==> src/rtl/areg_pkg.sv <==
// Shared types and sizes for the areg read-side sequencer.
package areg_pkg;

    localparam int IDX_W = 4;
    localparam int CNT_W = 5;
    localparam int NREG  = 16;

    typedef logic [IDX_W-1:0] reg_idx_t;
    typedef logic [CNT_W-1:0] reg_cnt_t;

    typedef enum logic [1:0] {
        IDLE,
        RUN,
        DRAIN
    } rd_state_t;

endpackage

==> src/rtl/areg_rd_stage.sv <==
// Output holding register for the areg reader: one beat of (idx, value, last)
// held stable under back-pressure until the consumer takes it.
module areg_rd_stage
    import areg_pkg::*;
#(
    parameter int W = 32
) (
    input  logic             clk,
    input  logic             rst_n,
    input  logic             load,
    input  logic             consume,
    input  logic [3:0]       load_idx,
    input  logic [W-1:0]     load_val,
    input  logic             load_last,
    output logic             out_valid,
    output logic [3:0]       out_idx,
    output logic [W-1:0]     out_val,
    output logic             out_last
);

    // A reload takes priority; a consumed beat with no reload empties the stage.
    always_ff @(posedge clk or negedge rst_n) begin
        if (!rst_n) begin
            out_valid <= 1'b0;
            out_idx   <= '0;
            out_val   <= '0;
            out_last  <= 1'b0;
        end else if (load) begin
            out_valid <= 1'b1;
            out_idx   <= load_idx;
            out_val   <= load_val;
            out_last  <= load_last;
        end else if (consume) begin
            out_valid <= 1'b0;
        end
    end

endmodule

==> src/rtl/areg_reader.sv <==
// Read-side sequencer for the 16-entry areg file: walks a (first, count) burst
// over the file's read port and streams (idx, value) beats with ready/valid.
module areg_reader
    import areg_pkg::*;
#(
    parameter int W = 32
) (
    input  logic         clk,
    input  logic         rst_n,
    input  logic         req_valid,
    output logic         req_ready,
    input  logic [3:0]   req_first,
    input  logic [4:0]   req_count,
    output logic [3:0]   ra,
    input  logic [W-1:0] rval,
    output logic         out_valid,
    input  logic         out_ready,
    output logic [3:0]   out_idx,
    output logic [W-1:0] out_val,
    output logic         out_last,
    output logic         done
);

    rd_state_t state_q;
    rd_state_t state_d;
    reg_idx_t  ptr;
    reg_cnt_t  rem;
    logic      accept;
    logic      load;
    logic      consume;
    logic      finish;

    assign ra      = ptr;
    assign consume = out_valid && out_ready;

    always_ff @(posedge clk or negedge rst_n) begin
        if (!rst_n) begin
            state_q <= IDLE;
        end else begin
            state_q <= state_d;
        end
    end

    always_comb begin
        state_d   = state_q;
        req_ready = 1'b0;
        accept    = 1'b0;
        load      = 1'b0;
        finish    = 1'b0;
        case (state_q)
            IDLE: begin
                req_ready = 1'b1;
                accept    = req_valid;
                if (req_valid && (req_count != '0)) begin
                    state_d = RUN;
                end
            end
            RUN: begin
                load = (rem != '0) && (!out_valid || out_ready);
                if (load && (rem == 5'd1)) begin
                    state_d = DRAIN;
                end
            end
            DRAIN: begin
                if (consume) begin
                    finish  = 1'b1;
                    state_d = IDLE;
                end
            end
            default: begin
                state_d = IDLE;
            end
        endcase
    end

    // A zero-length request completes immediately without producing beats.
    always_ff @(posedge clk or negedge rst_n) begin
        if (!rst_n) begin
            ptr  <= '0;
            rem  <= '0;
            done <= 1'b0;
        end else begin
            done <= (accept && (req_count == '0)) || finish;
            if (accept) begin
                ptr <= req_first;
                rem <= req_count;
            end else if (load) begin
                ptr <= ptr + 4'd1;
                rem <= rem - 5'd1;
            end
        end
    end

    areg_rd_stage #(
        .W(W)
    ) u_stage (
        .clk       (clk),
        .rst_n     (rst_n),
        .load      (load),
        .consume   (consume),
        .load_idx  (ptr),
        .load_val  (rval),
        .load_last (rem == 5'd1),
        .out_valid (out_valid),
        .out_idx   (out_idx),
        .out_val   (out_val),
        .out_last  (out_last)
    );

endmodule
==> config.mk <==
export PLATFORM = sky130hd
export DESIGN_NAME = areg_reader
export DESIGN_NICKNAME = d
export VERILOG_FILES = /design/src/rtl/areg_pkg.sv /design/src/rtl/areg_rd_stage.sv /design/src/rtl/areg_reader.sv
export SDC_FILE = /design/constraint.sdc
export NUM_CORES = 1
export LEC_CHECK = 0
export CAP_MARGIN = 20
export CORE_ASPECT_RATIO = 0.9
export CORE_MARGIN = 3
export CORE_UTILIZATION = 39
export CTS_BUF_LIST = sky130_fd_sc_hd__clkbuf_4
export DETAILED_ROUTE_END_ITERATION = 12
export PLACE_DENSITY = 0.77
export RECOVER_POWER = 25
export SLEW_MARGIN = 15
export SYNTH_ARGS = -nofsm -noshare
export SYNTH_HDL_FRONTEND = slang
export SYNTH_SLANG_ARGS = --single-unit
==> constraint.sdc <==
create_clock -name clk -period 1.7 [get_ports clk]
set_input_delay 0.255 -clock clk [delete_from_list [all_inputs] [get_ports clk]]
set_output_delay 0.255 -clock clk [all_outputs]
set_load 0.005 [all_outputs]
Word level (Yosys, flattened, before mapping)
Cells that the tools add are included.
{"block": "word_totals", "elab_cells": 46, "output_inout_bits": 44, "inputBits": 45, "ff_bits": 50}
{"block": "classes", "addsub": 2, "n_eq_ne": 6, "reduce_logical": 15, "n_mux": 15}
{"op": "two-way mux 5 bit", "count": 2}
{"op": "nonzero test 5 bit", "count": 2}
{"op": "two-way mux 4 bit", "count": 2}
{"op": "two-way mux 1 bit", "count": 7}
{"op": "two-way mux 2 bit", "count": 3}
{"op": "inequality test 2 bit, second input constant", "count": 3}
{"op": "one-hot mux 2 bit (3 select lines)", "count": 1}
{"op": "equality test 5 x 1 -> 1 bit, second input constant", "count": 1}
{"op": "logical AND 1 bit", "count": 5}
{"op": "zero test 5 bit", "count": 1}
{"op": "subtractor 5 x 1 -> 5 bit, second input constant", "count": 1}
{"op": "adder 4 x 1 -> 4 bit, second input constant", "count": 1}
{"op": "nonzero test 2 bit", "count": 2}
{"op": "AND reduction 3 bit", "count": 1}
{"op": "equality test 2 x 1 -> 1 bit, second input constant", "count": 1}
{"op": "equality test 2 bit, second input constant", "count": 1}
{"op": "zero test 2 bit", "count": 1}
{"op": "logical OR 1 bit", "count": 2}
{"op": "zero test 1 bit", "count": 1}

Depth between registers and ports, before layout
{"block": "depth", "word_depth": 6, "ltp_mapped": 8}

Modules after synthesis
A second synthesis with hierarchy kept.
{"block": "unflattened", "cells_unflattened": 156, "area_unflattened_um2": 2178.3}
{"mod": "areg_rd_stage", "area_per_inst_um2": 1488.9, "seq_area_each_um2": 950.9, "cells_each": 81, "instances": 1}
{"mod": "areg_reader", "area_per_inst_um2": 689.4, "seq_area_each_um2": 300.3, "cells_each": 75, "instances": 1}

Worst setup path before layout
OpenSTA, ideal clock, no wires.
{"block": "synth_path", "path_type": "flip-flop to flip-flop", "startpoint": "register rem[0]", "endpoint": "register ptr[3] (netlist: ra[3])", "setup_ps": 126, "period_less_slack_ps": 1847, "path_stages_with_launch": 7, "n_path_buf": 0, "required_ps": 1574, "setup_slack_ps": -147, "arrival_ps": 1721, "path_cell_list": "dfrtp_1 -> inv_1 -> ha_1 -> nor4b_4 -> nor3b_2 -> mux2_1 -> a221o_1"}
{"block": "synth_via", "elab_chain_cells": 4}
{"element": "from (decl)", "line": "areg_reader.sv:27", "text": "reg_cnt_t rem;"}
{"element": "from (signal assigned)", "line": "areg_reader.sv:86", "text": "rem <= req_count;"}
{"element": "from (signal assigned)", "line": "areg_reader.sv:89", "text": "rem <= rem - 5'd1;"}
{"element": "nonzero test 5 bit", "line": "areg_reader.sv:59", "text": "load = (rem != '0) && (!out_valid || out_ready);"}
{"element": "logical AND 1 bit", "line": "areg_reader.sv:59"}
{"element": "two-way mux 1 bit", "line": "areg_reader.sv:50", "text": "case (state_q)"}
{"element": "nonzero test 2 bit (no source line)"}
{"element": "to (signal assigned)", "line": "areg_reader.sv:85", "text": "ptr <= req_first;"}
{"element": "to (signal assigned)", "line": "areg_reader.sv:88", "text": "ptr <= ptr + 4'd1;"}
{"element": "to (decl)", "line": "areg_reader.sv:26", "text": "reg_idx_t ptr;"}
Every way passes these cells.
A chain may end at the register's enable or synchronous reset.

Final worst setup path
{"block": "layout_path", "startpoint": "register rem[1]", "endpoint": "register ptr[3] (netlist: ra[3])"}
The elaborated chain is that of the path after synthesis.

==> impl_metrics.toml <==
[outcome]
outcome = "complete, but fails checks"
violations = "negative setup slack"

[global_route]
grt_use_total = 0.189
grt_pass1_vias = 2018
grt_pass1_wl_um = 9450
grt_max_degree = 27
grt_overflow = 0
antenna_found_initial = 0

[sta]
timing.final.crit_period_ns = 1.72
fin_ws_ns = -0.0205
timing.final.crit_share = 1.01
relSlewSlack = 0.567
finalHoldViolCount = 0
drv_slew = 0
worst_slew_pin_slew_ns = 0.649
finalSetupViolCount = 1
max_freq_mhz = 581
rsz0062_at_grt = "yes"
fin_worst_skew_ns = 0.00827

[synth]
syn-num-nets = 277
synth_top_area_frac = 0.595
synth_compound_area_frac = 0.0571
syn-cell-area_um2 = 2100
ys_seq_area_frac = 0.595
yosys.area_share.simple = 0.299
synth_adder_area_share = 0.0179
synth_top_family_by_area = "simple AND/OR/NAND/NOR gates"
synth_seq_cells = 50
yosysUniqueCellTypes = 32
ys.warnings.count = 0
synth_top_area_cell = "dfrtp_1"
syn_inst = 229
avgSynthCellArea_um2 = 9.18
synth_area_leaders = "dfrtp_1, nand2_1, nand3_1"
synth_xor_area_frac = 0
muxShareOfSynthArea = 0.00536

[cells_and_area]
area_growth_pct = 62.8
final_area_um2 = 3420
layout-drive-gt1-share = 0.150
layout.nets = 394
n_antenna_cell = 0

[floorplanning]
fp.dieH_um = 75.6
io_pins = 89
start_util = 0.419
die_w_um = 83.4
rows = 24
core_um2 = 5010
dieArea_um2 = 6310

[placed_design]
globalplace.congestion = 0.797
hpwl_um = 4080
place_ws_ns = -0.139
placement.io_buffers = 88
post_dp_cell_area_um2 = 3230

[routing]
dr.pass1.iters = 4
wl_um = 5670
dr.first_iter.drc_count = 85
routed.top_layer = "met4"
num_vias = 1969
met3WireLength_um = 423
drt-met1-wl_um = 2570
final_antenna_net_count = 0
drc = 0
wl_per_cell_um = 13.8
viasPerCell = 4.78
dr_wl_met2_um = 2660

[clock_tree]
htreeDepth = 2
clkTransAtPathRegs_ns = 0.14
numClockSinks = 50
cts_tree = "built"
clock_path_buffers = 2
clk_latency_ns = 0.35
cts_buffers = 5
clockRootBuffer = "clkbuf_4"

[worst_setup_path]
reg2reg_depth = 7
startpoint = "rem[1]"
crit_path_start_kind = "flip-flop"
crit_fanout = 6
crit_path_end = "ra[3]"
worstPathRequired_ns = 1.95
reg2reg_from = "rem[1]"
end_kind = "flip-flop"
regToRegEndpoint = "ra[3]"
cp.arrival_ns = 1.97
r2r_slack_ns = -0.02
path_class = "flip-flop to flip-flop"

[flow_run]
maxCapViolations = 0

[worst_hold_path]
hold_class = "primary input to flip-flop"

[power]
powerDensity_nw_per_um2 = 1850
p_leak_nw = 1.64
ir_drop_v = 0.00116
## cell families after synthesis
group | Yosys count
buffers and inverters | 12
adder cells (fa/ha/maj) | 3
flip-flops | 50
AND/OR/NAND/NOR | 148
AO/OA/AOI/OAI | 15
multiplexers | 1
## worst min-delay path by stage
| stage | end | slack (ns) | depth (start not counted) | start |
|---|---|---|---|---|
| after floorplan | done | -0.04 | 0 | rst_n |
| after global placement | u_stage.out_val[17] | 0.28 | 1 | rst_n |
| after detailed placement | u_stage.out_val[17] | 0.29 | 1 | rst_n |
| after CTS | u_stage.out_val[1] | 0.39 | 3 | rval[1] |
| after global routing | u_stage.out_val[22] | 0.39 | 3 | rval[22] |
| final | u_stage.out_val[27] | 0.41 | 3 | rval[27] |
## metal layers
metal | track usage | vias to the layer above
met5 | 0 | -
met2 | 0.326 | 73
met3 | 0.0595 | 2
met1 | 0.243 | 913
li1 | - | 981
met4 | 0.0272 | 0
## power by group
part / internal (mW) / switching [mW] / leakage [nW]
combinational: 1.98 / 1.51 / 0.985
clock: 0.305 / 0.367 / 0.0450
sequential: 1.76 / 0.387 / 0.610
total: 4.05 / 2.27 / 1.64
## registers in the layout, summed over array words and instances, names as in the netlist
signal	cells
done	1
ra	4
rem	5
state_q	2
u_stage.out_idx	4
u_stage.out_last	1
u_stage.out_val	32
u_stage.out_valid	1
## critical path: stages, from the launching register on
cell	delay, ns
dfrtp_1	0.42
inv_2	0.08
ha_4	0.13
nor4b_4	0.30
nand3b_1	0.23
buf_6	0.16
nor3_1	0.05
a221o_1	0.25
## placed cells by master (no fill, tap or decap), types with 2 or more instances in the layout
master | Yosys | routed
a211oi_1 | 3 | 2
a221o_1 | 3 | 3
buf_4 | 1 | 23
buf_6 | 0 | 4
clkbuf_4 | 0 | 5
clkdlybuf4s50_1 | 0 | 86
clkinv_2 | 0 | 2
dfrtp_1 | 50 | 50
ha_1 | 3 | 2
inv_2 | 0 | 2
nand2_1 | 116 | 112
nand2_2 | 0 | 4
nand2b_1 | 2 | 2
nand3_1 | 10 | 10
nor2_1 | 8 | 5
nor2_2 | 0 | 2
nor3_1 | 3 | 3
## layout make-up
class	count	area, µm²
Fill cell	412	1590
Sequential cell	50	1250
Timing Repair Buffer	119	1150
Multi-Input combinational cell	167	847
Tap cell	65	81.3
Clock inverter	3	40.0
Clock buffer	5	37.5
Inverter	3	11.3
## cells in the mapped netlist
| library cell | number |
|---|---|
| nand2_1 | 116 |
| dfrtp_1 | 50 |
| nand3_1 | 10 |
| nor2_1 | 8 |
| buf_2 | 4 |
| clkbuf_1 | 4 |
| a211oi_1 | 3 |
| a221o_1 | 3 |
| ha_1 | 3 |
| inv_1 | 3 |
| nor3_1 | 3 |
| nand2b_1 | 2 |
| a21o_1 | 1 |
| a22o_1 | 1 |
| a22oi_1 | 1 |
| a311oi_1 | 1 |
| a31oi_1 | 1 |
| and2_1 | 1 |
| buf_4 | 1 |
| mux2_1 | 1 |
| nand3b_1 | 1 |
| nor2b_1 | 1 |
| nor3b_2 | 1 |
| nor4_1 | 1 |
| nor4b_1 | 1 |
| nor4b_4 | 1 |
| o211ai_1 | 1 |
| o21a_1 | 1 |
| o21ai_0 | 1 |
| o311ai_0 | 1 |
| or3_1 | 1 |
| or4_1 | 1 |
## metrics by stage
stage           util  instances  total power, mW  setup TNS (ns)  hold slack (ns)
2_1_floorplan      -        229             3.50         -0.0846          -0.0406
3_5_place_dp   0.645        399             5.33          -0.372            0.289
4_1_cts        0.676        410             6.24        -0.00442            0.393
3_3_place_gp   0.645        399             5.23          -0.222            0.279
6_report       0.682        412             6.32         -0.0205            0.408
5_1_grt        0.682        412             6.82           -2.12            0.392
## timing repair
| action | in CTS | in global routing |
|---|---|---|
| cloned | 1 | 1 |
| setup endpoints to repair | 21 | 40 |
| pin swaps | 1 | 5 |
| buffers inserted | 1 | 1 |
| hold endpoints to repair | 23 | 0 |
| hold buffers | 1 | 0 |
| gates resized for setup | 9 | 12 |
(Power assumes the default switching activity.)
